--- src/rtl/obi_credit_arbiter.sv ---
// OBI N:1 arbiter: two-class round-robin with per-port outstanding credits and in-order response routing.
// Optional starvation guard via wait counters when OBI_CREDIT_ARB_AGING_EN is defined.
package obi_pkg;

  typedef struct packed {
    int unsigned AddrWidth;
    int unsigned DataWidth;
    int unsigned IdWidth;
    bit          UseRReady;
  } obi_cfg_t;

  localparam obi_cfg_t ObiDefaultConfig = '{
    AddrWidth: 32,
    DataWidth: 32,
    IdWidth:   1,
    UseRReady: 1'b0
  };

  typedef struct packed {
    logic [31:0] addr;
    logic        we;
    logic [3:0]  be;
    logic [31:0] wdata;
    logic [0:0]  aid;
  } obi_a_chan_t;

  typedef struct packed {
    obi_a_chan_t a;
    logic        req;
    logic        rready;
  } obi_req_t;

  typedef struct packed {
    logic [31:0] rdata;
    logic [0:0]  rid;
    logic        err;
  } obi_r_chan_t;

  typedef struct packed {
    obi_r_chan_t r;
    logic        gnt;
    logic        rvalid;
  } obi_rsp_t;

endpackage

module obi_credit_arbiter
  import obi_pkg::*;
#(
  parameter obi_cfg_t    SbrPortObiCfg      = ObiDefaultConfig,
  parameter obi_cfg_t    MgrPortObiCfg      = SbrPortObiCfg,
  parameter type         sbr_port_obi_req_t = obi_req_t,
  parameter type         sbr_port_a_chan_t  = obi_a_chan_t,
  parameter type         sbr_port_obi_rsp_t = obi_rsp_t,
  parameter type         sbr_port_r_chan_t  = obi_r_chan_t,
  parameter type         mgr_port_obi_req_t = sbr_port_obi_req_t,
  parameter type         mgr_port_obi_rsp_t = sbr_port_obi_rsp_t,
  parameter int unsigned NumSbrPorts        = 2,
  parameter int unsigned NumMaxTrans        = 4,
  parameter int unsigned MaxTransPerPort    = 2,
  parameter int unsigned AgeThreshold       = 8
) (
  input  logic                               clk_i,
  input  logic                               rst_ni,
  input  sbr_port_obi_req_t                  sbr_ports_obi_req_i [NumSbrPorts],
  output sbr_port_obi_rsp_t                  sbr_ports_obi_rsp_o [NumSbrPorts],
  output mgr_port_obi_req_t                  mgr_port_obi_req_o,
  input  mgr_port_obi_rsp_t                  mgr_port_obi_rsp_i,
  input  logic [NumSbrPorts-1:0]             prio_i,
  output logic [$clog2(NumMaxTrans+1)-1:0]   outstanding_o
);

  localparam int unsigned IdxW = $clog2(NumSbrPorts);
  localparam int unsigned CntW = $clog2(MaxTransPerPort + 1);
  localparam int unsigned OccW = $clog2(NumMaxTrans + 1);
  localparam int unsigned PtrW = (NumMaxTrans > 1) ? $clog2(NumMaxTrans) : 1;
  localparam bit          UseRReady = SbrPortObiCfg.UseRReady;

  if (NumSbrPorts < 2) begin : g_chk_ports
    $fatal(1, "obi_credit_arbiter: NumSbrPorts must be at least 2");
  end
  if (NumMaxTrans < 1) begin : g_chk_trans
    $fatal(1, "obi_credit_arbiter: NumMaxTrans must be at least 1");
  end
  if (MaxTransPerPort < 1 || MaxTransPerPort > NumMaxTrans) begin : g_chk_per_port
    $fatal(1, "obi_credit_arbiter: MaxTransPerPort must lie in 1..NumMaxTrans");
  end
  if (AgeThreshold < 1) begin : g_chk_age
    $fatal(1, "obi_credit_arbiter: AgeThreshold must be at least 1");
  end
  if (MgrPortObiCfg.IdWidth != SbrPortObiCfg.IdWidth) begin : g_chk_id
    $fatal(1, "obi_credit_arbiter: IdWidth must match between ports");
  end

  typedef enum logic {UNLOCKED, LOCKED} state_e;

  state_e            state_q, state_d;
  logic [IdxW-1:0]   lock_idx_q, lock_idx_d;
  logic [IdxW-1:0]   rr_ptr_q;
  logic [CntW-1:0]   cnt_q [NumSbrPorts];

  logic [IdxW-1:0]   idx_mem [NumMaxTrans];
  logic [PtrW-1:0]   wr_ptr_q, rd_ptr_q;
  logic [OccW-1:0]   count_q;

  logic [NumSbrPorts-1:0] elig, hi, cand, aged;
  logic [IdxW-1:0]   rr_win, sel, head;
  logic              sel_valid, mgr_req, hs, push, pop;
  logic              fifo_full, fifo_empty, head_rready;
  sbr_port_a_chan_t  sel_a;
  sbr_port_r_chan_t  mgr_r;

  assign fifo_full   = (count_q == OccW'(NumMaxTrans));
  assign fifo_empty  = (count_q == '0);
  assign head        = idx_mem[rd_ptr_q];
  assign head_rready = sbr_ports_obi_req_i[head].rready;

  always_comb begin
    elig = '0;
    hi   = '0;
    for (int i = 0; i < NumSbrPorts; i++) begin
      elig[i] = sbr_ports_obi_req_i[i].req && (cnt_q[i] < CntW'(MaxTransPerPort));
      hi[i]   = elig[i] && (prio_i[i] || aged[i]);
    end
  end

  // Round-robin search starting at rr_ptr_q within the active class.
  always_comb begin
    int idx;
    logic found;
    cand   = (|hi) ? hi : elig;
    rr_win = '0;
    found  = 1'b0;
    idx    = 0;
    for (int k = 0; k < NumSbrPorts; k++) begin
      idx = int'(rr_ptr_q) + k;
      if (idx >= int'(NumSbrPorts)) idx = idx - int'(NumSbrPorts);
      if (!found && cand[idx]) begin
        found  = 1'b1;
        rr_win = IdxW'(idx);
      end
    end
  end

  assign sel       = (state_q == LOCKED) ? lock_idx_q : rr_win;
  assign sel_valid = (state_q == LOCKED) ? elig[lock_idx_q] : (|elig);
  assign mgr_req   = sel_valid && !fifo_full;
  assign hs        = mgr_req && mgr_port_obi_rsp_i.gnt;
  assign push      = hs;
  assign pop       = mgr_port_obi_rsp_i.rvalid && !fifo_empty && (!UseRReady || head_rready);
  assign sel_a     = sbr_ports_obi_req_i[sel].a;
  assign mgr_r     = mgr_port_obi_rsp_i.r;

  // Lock the address phase once presented but not yet granted.
  always_comb begin
    state_d    = state_q;
    lock_idx_d = lock_idx_q;
    unique case (state_q)
      UNLOCKED: begin
        if (mgr_req && !mgr_port_obi_rsp_i.gnt) begin
          state_d    = LOCKED;
          lock_idx_d = rr_win;
        end
      end
      LOCKED: begin
        if (hs) state_d = UNLOCKED;
      end
      default: state_d = UNLOCKED;
    endcase
  end

  always_ff @(posedge clk_i or negedge rst_ni) begin
    if (!rst_ni) begin
      state_q    <= UNLOCKED;
      lock_idx_q <= '0;
      rr_ptr_q   <= '0;
    end else begin
      state_q    <= state_d;
      lock_idx_q <= lock_idx_d;
      if (hs) rr_ptr_q <= (sel == IdxW'(NumSbrPorts - 1)) ? '0 : sel + 1'b1;
    end
  end

  always_ff @(posedge clk_i or negedge rst_ni) begin
    if (!rst_ni) begin
      wr_ptr_q <= '0;
      rd_ptr_q <= '0;
      count_q  <= '0;
      for (int i = 0; i < NumMaxTrans; i++) idx_mem[i] <= '0;
      for (int i = 0; i < NumSbrPorts; i++) cnt_q[i] <= '0;
    end else begin
      if (push) begin
        idx_mem[wr_ptr_q] <= sel;
        wr_ptr_q <= (wr_ptr_q == PtrW'(NumMaxTrans - 1)) ? '0 : wr_ptr_q + 1'b1;
      end
      if (pop) begin
        rd_ptr_q <= (rd_ptr_q == PtrW'(NumMaxTrans - 1)) ? '0 : rd_ptr_q + 1'b1;
      end
      count_q <= count_q + OccW'(push) - OccW'(pop);
      for (int i = 0; i < NumSbrPorts; i++) begin
        cnt_q[i] <= cnt_q[i] + CntW'(push && (sel == IdxW'(i)))
                             - CntW'(pop && (head == IdxW'(i)));
      end
    end
  end

`ifdef OBI_CREDIT_ARB_AGING_EN
  localparam int unsigned WaitW = $clog2(AgeThreshold + 1);
  logic [WaitW-1:0] wait_q [NumSbrPorts];

  // Saturating wait counters promote a starved port until it wins.
  always_ff @(posedge clk_i or negedge rst_ni) begin
    if (!rst_ni) begin
      for (int i = 0; i < NumSbrPorts; i++) wait_q[i] <= '0;
    end else begin
      for (int i = 0; i < NumSbrPorts; i++) begin
        if (hs && (sel == IdxW'(i))) wait_q[i] <= '0;
        else if (elig[i] && (wait_q[i] != WaitW'(AgeThreshold))) wait_q[i] <= wait_q[i] + 1'b1;
      end
    end
  end

  always_comb begin
    aged = '0;
    for (int i = 0; i < NumSbrPorts; i++) aged[i] = (wait_q[i] == WaitW'(AgeThreshold));
  end
`else
  assign aged = '0;
`endif

  always_comb begin
    mgr_port_obi_req_o        = '0;
    mgr_port_obi_req_o.a      = sel_a;
    mgr_port_obi_req_o.req    = mgr_req;
    mgr_port_obi_req_o.rready = UseRReady ? (fifo_empty || head_rready) : 1'b1;
  end

  always_comb begin
    for (int i = 0; i < NumSbrPorts; i++) begin
      sbr_ports_obi_rsp_o[i]     = '0;
      sbr_ports_obi_rsp_o[i].gnt = hs && rst_ni && (sel == IdxW'(i));
      if (!fifo_empty && (head == IdxW'(i))) begin
        sbr_ports_obi_rsp_o[i].r      = mgr_r;
        sbr_ports_obi_rsp_o[i].rvalid = mgr_port_obi_rsp_i.rvalid && rst_ni;
      end
    end
  end

  assign outstanding_o = count_q;

  a_no_orphan_rvalid: assert property (@(posedge clk_i) disable iff (!rst_ni)
    !(mgr_port_obi_rsp_i.rvalid && fifo_empty))
    else $error("obi_credit_arbiter: rvalid with no outstanding transaction");

endmodule

--- config.mk ---
export PLATFORM = sky130hd
export DESIGN_NAME = obi_credit_arbiter
export DESIGN_NICKNAME = d
export VERILOG_FILES = /design/src/rtl/obi_credit_arbiter.sv
export SDC_FILE = /design/constraint.sdc
export NUM_CORES = 1
export LEC_CHECK = 0
export BUFFER_PORTS_ARGS = -buffer_cell sky130_fd_sc_hd__buf_2
export CAP_MARGIN = 20
export CORE_AREA = 2 2 127 129
export CTS_BUF_LIST = sky130_fd_sc_hd__clkbuf_16
export DETAILED_ROUTE_END_ITERATION = 16
export DIE_AREA = 0 0 129 131
export PLACE_DENSITY_LB_ADDON = 0.1
export SLEW_MARGIN = 15
export SYNTH_ARGS = -nofsm -noshare
export SYNTH_HDL_FRONTEND = slang
export SYNTH_SLANG_ARGS = --single-unit
--- constraint.sdc ---
create_clock -name clk_i -period 3 [get_ports clk_i]
set_input_delay 0.3 -clock clk_i [delete_from_list [all_inputs] [get_ports clk_i]]
set_output_delay 0.3 -clock clk_i [all_outputs]
set_load 0.1 [all_outputs]
======== After elaboration in Yosys (flattened, before gate mapping) ========
Cells that the tools add are included.
storage, ports and cells
  register bits after elaboration ......... 18
  bits of input ports ..................... 184
  logic and storage cells ................. 107
operators by class
  add/subtract/negate cells ............... 12
  order comparisons ....................... 11
  equality and inequality tests ........... 3
  multiplexer cells ....................... 35
  bitwise operators ....................... 6
  reductions and logical operators ........ 28
operators with widths
  cell                   number
  $mux W72               3
  $mux W34               2
  $lt A32 B3 Y1 const B  2
  $mux W32               2
  $mux W1                21
  $logic_and A1 B1 Y1    20
  $ge A3 B3 Y1 const B   2
  $mux W2                3
  $not A2 Y3             2
  $add A2 B1 Y2          2
  $add A2 B1 Y2 const B  2
  $bwmux W4              1
  $eq A2 B2 Y1 const B   2
  $ge A2 B2 Y1 const B   2
  $logic_not A1 Y1       4
  $lt A2 B2 Y1 const B   2
  $reduce_or A2 Y1       2
  $sub A2 B1 Y2          2
  $add A3 B1 Y3          1
  $eq A3 B3 Y1 const B   1
  $logic_not A3 Y1       1
  $lt A3 B1 Y1 const B   1
  $not A1 Y1             3
  $sub A1 B2 Y3 const B  1
  11 further kinds       11

======== Longest topological paths before layout ========
  word-level depth ........................ 17
  depth in mapped cells ................... 11

======== Worst setup path before layout ========
No wires, ideal clock.
  path kind ............................... register to output
  start ................................... register count_q[1], in the netlist outstanding_o[1]
  end ..................................... output sbr_ports_obi_rsp_o[37] in the netlist's numbering
  arrival time ............................ 3.684 ns
  setup slack ............................. -0.984 ns
  cell stages (with the launch flop) ...... 5
  buffers on the path ..................... 0
  cells stage by stage .................... dfrtp_1 -> nor2_1 -> a22oi_2 -> nand3_2 -> nor3_1
RTL lines
  item                      RTL line  source
  start: declaration        104       logic [OccW-1:0] count_q;
  start signal: assignment  199       count_q <= count_q + OccW'(push) - OccW'(pop);
  end: declaration          66        output sbr_port_obi_rsp_t sbr_ports_obi_rsp_o [NumSbrPorts],

==> results_dict.tcl <==
set metrics [dict create \
    drt_iter0_markers 67 \
    setup-tns-final_ns 0 \
    synth_warnings 0 \
    finalClockSkew_ns 0.00347 \
    synth_edf_count 0 \
    netlist_area_um2 2420 \
    rsz0062_at_grt "false" \
    cts_tree "yes" \
    die_area_um2 16900 \
    antenna_found_initial 1 \
    initial_core_util_pct 15.5 \
    die_x_um 129 \
    via_per_inst 3.72 \
    dp.final_hpwl_mm 9.55 \
    synth_nets 445 \
    drc_errors 0 \
    port_buffers 327 \
    clock-sinks 18 \
    crit_family "multiplexers" \
    status "complete, no violations" \
    startpoint_type "flip-flop" \
    finalCritPeriodShare_pct 89.4 \
    multiInputGateArea_um2 1820 \
    slew_viol_final 0 \
    crit_path_max_incr_delay_ns 0.42 \
    drive_above_1_share_pct 74.5 \
    die_y_um 131 \
    htree_levels 1 \
    relSlewSlack_pct 65.2 \
    crit_slowest_cell "mux2_2" \
    grt_pass1_vias 2657 \
    crit_top_cell "mux2_2" \
    ios 331 \
    fin_ws_ns 0.318 \
    hold_class "primary input to asynchronous set/reset pin" \
    fin_crit_ns 2.68 \
    syn_inst 249 \
    max_cap_viol_count 0 \
    setup_viol 0 \
    track_usage_pct 10.8 \
    rows 46 \
    post_cts.repair.setup_buffers 0 \
    syn_to_final_growth_pct 80.4 \
    grt_pass1_wl_mm 14.3 \
    avgSynthCellArea_um2 9.71 \
    crit_arrival_ns 2.38 \
    clockBufferDepth 2 \
    synthTopCellsByArea "mux2_2 36%, dfrtp_1 19%, and2_1 18%" \
    wl_per_cell_um 13.8 \
    finish.utilization_pct 28.0 \
    gp_congestion 0.704 \
    antenna_left 0 \
    final_nets 766 \
    worstSetupEndpointType "output port" \
    num_vias 2917 \
    design.core.area_um2 15600 \
    worstSetupPathType "flip-flop to output port" \
    cp_cell_sequence "nand2b_4 -> mux2_2 -> a21oi_4 -> buf_12 -> mux2_2 -> buf_2" \
    layout_common_cells "327 x buf_2, 78 x mux2_2, 71 x and2_1" \
    numCtsBuffers 3 \
    first_pass_iters 4 \
    synthArstFlopShare_pct 100 \
    root_buffer "clkbuf_16" \
    synth.lib_cells_used.distinct 36 \
    grt_max_degree 80 \
    fill_cells 1688 \
    synth_top_area_share_pct 36.3 \
    synth-seq-area-share_pct 18.6 \
    max_freq_ghz 0.373 \
    insertion_delay_ns 0.25 \
    hold_viol_final 0 \
    ys.flop_type "dfrtp_1" \
    gr-total-overflow 0 \
    wl_mm 10.8 \
    synth_area_leader_cell "mux2_2" \
    cp_num_buf_inv 2 \
    seq_area_um2 450 \
    worstPathMaxFanout 79 \
    clk_pin_slew_ns 0.05 \
    pre_cts_slack_ns 0.566 \
    ys_seq_elements 18 \
    layout_commonest_cell "buf_2" \
    worst_pin_slew_ns 0.526 \
    crit_required_ns 2.70 \
]
## synth_stat cells, types with 2 or more instances
master and n:
nand4_1 4, ha_1 11, clkbuf_1 4, and3_1 2, dfrtp_1 18, buf_6 2
nor3_1 3, clkbuf_2 3, nand2b_1 2, and2_1 71, mux2_2 78, buf_4 8
nor2_1 3, inv_1 13, xnor2_1 6
## through the flow
stage               instances  hold slack (ns)  cell area (µm²)
finish                    785            0.426             4360
global route              784            0.436             4360
CTS                       784            0.432             4360
detailed placement        780            0.168             4270
global placement          780            0.170             4270
floorplan                 249          0.00441             2430
## cell families after synthesis
family	after synthesis	share of synthesized area (%)
AND/OR/NAND/NOR	94	24.7
multiplexers	81	38.1
buffers and inverters	30	6.68
flip-flops	18	18.6
adder cells (fa/ha/maj)	13	6.94
AO/OA/AOI/OAI	6	2.59
XOR/XNOR	6	2.17
other	1	0.155
## sequential cells by signal, summed over array words and instances (netlist names), named ones only
register / cells
wr_ptr_q: 2
idx_mem: 4
rd_ptr_q: 2
rr_ptr_q: 1
outstanding_o: 3
lock_idx_q: 1
cnt_q: 4
## worst paths after layout
path	startpoint	endpoint	slack, ns	depth (start not counted)
setup reg to reg	cnt_q[3]	outstanding_o[2]	0.57	10
min in group clk_i	mgr_port_obi_rsp_i[1]	idx_mem[1]	0.46	3
hold / removal	rst_ni	wr_ptr_q[1]	0.43	2
hold reg to reg	cnt_q[0]	cnt_q[0]	0.48	1
max in group asynchronous	rst_ni	outstanding_o[1]	2.15	3
setup / recovery	cnt_q[1]	mgr_port_obi_req_o[37]	0.32	6
## layout make-up
cell class	instances	share of cell area, %
multi-input combinational	201	41.7
sequential	18	10.3
inverter	13	1.12
timing repair buffer	333	38.9
antenna	1	0.0574
clock buffer	3	1.72
tap	216	6.20
## metal layers
layer	vias up	global-route usage, %	share of wire [%]
met5	-	0	0
met4	0	0.767	0.21
met3	3	2.00	7.3
met2	160	19.8	51
met1	1268	13.9	41
li1	1486	-	-
## worst reg2reg max path, cell delays in order, from the launching register on
cell and delay [ns]:
dfrtp_1 0.40, nand2b_1 0.21, a22oi_2 0.34, nand3_2 0.17, ha_1 0.31, inv_1 0.05, ha_1 0.12, inv_1 0.05
fa_1 0.37, xnor2_1 0.15, xnor2_1 0.13
## timing repair
action	CTS	global route
resized for setup	0	0
endpoints found under the hold margin	7	0
hold buffers	1	0
Power is not shown: default switching activity piles up to over one toggle a cycle in this logic, so the estimate is an artifact.
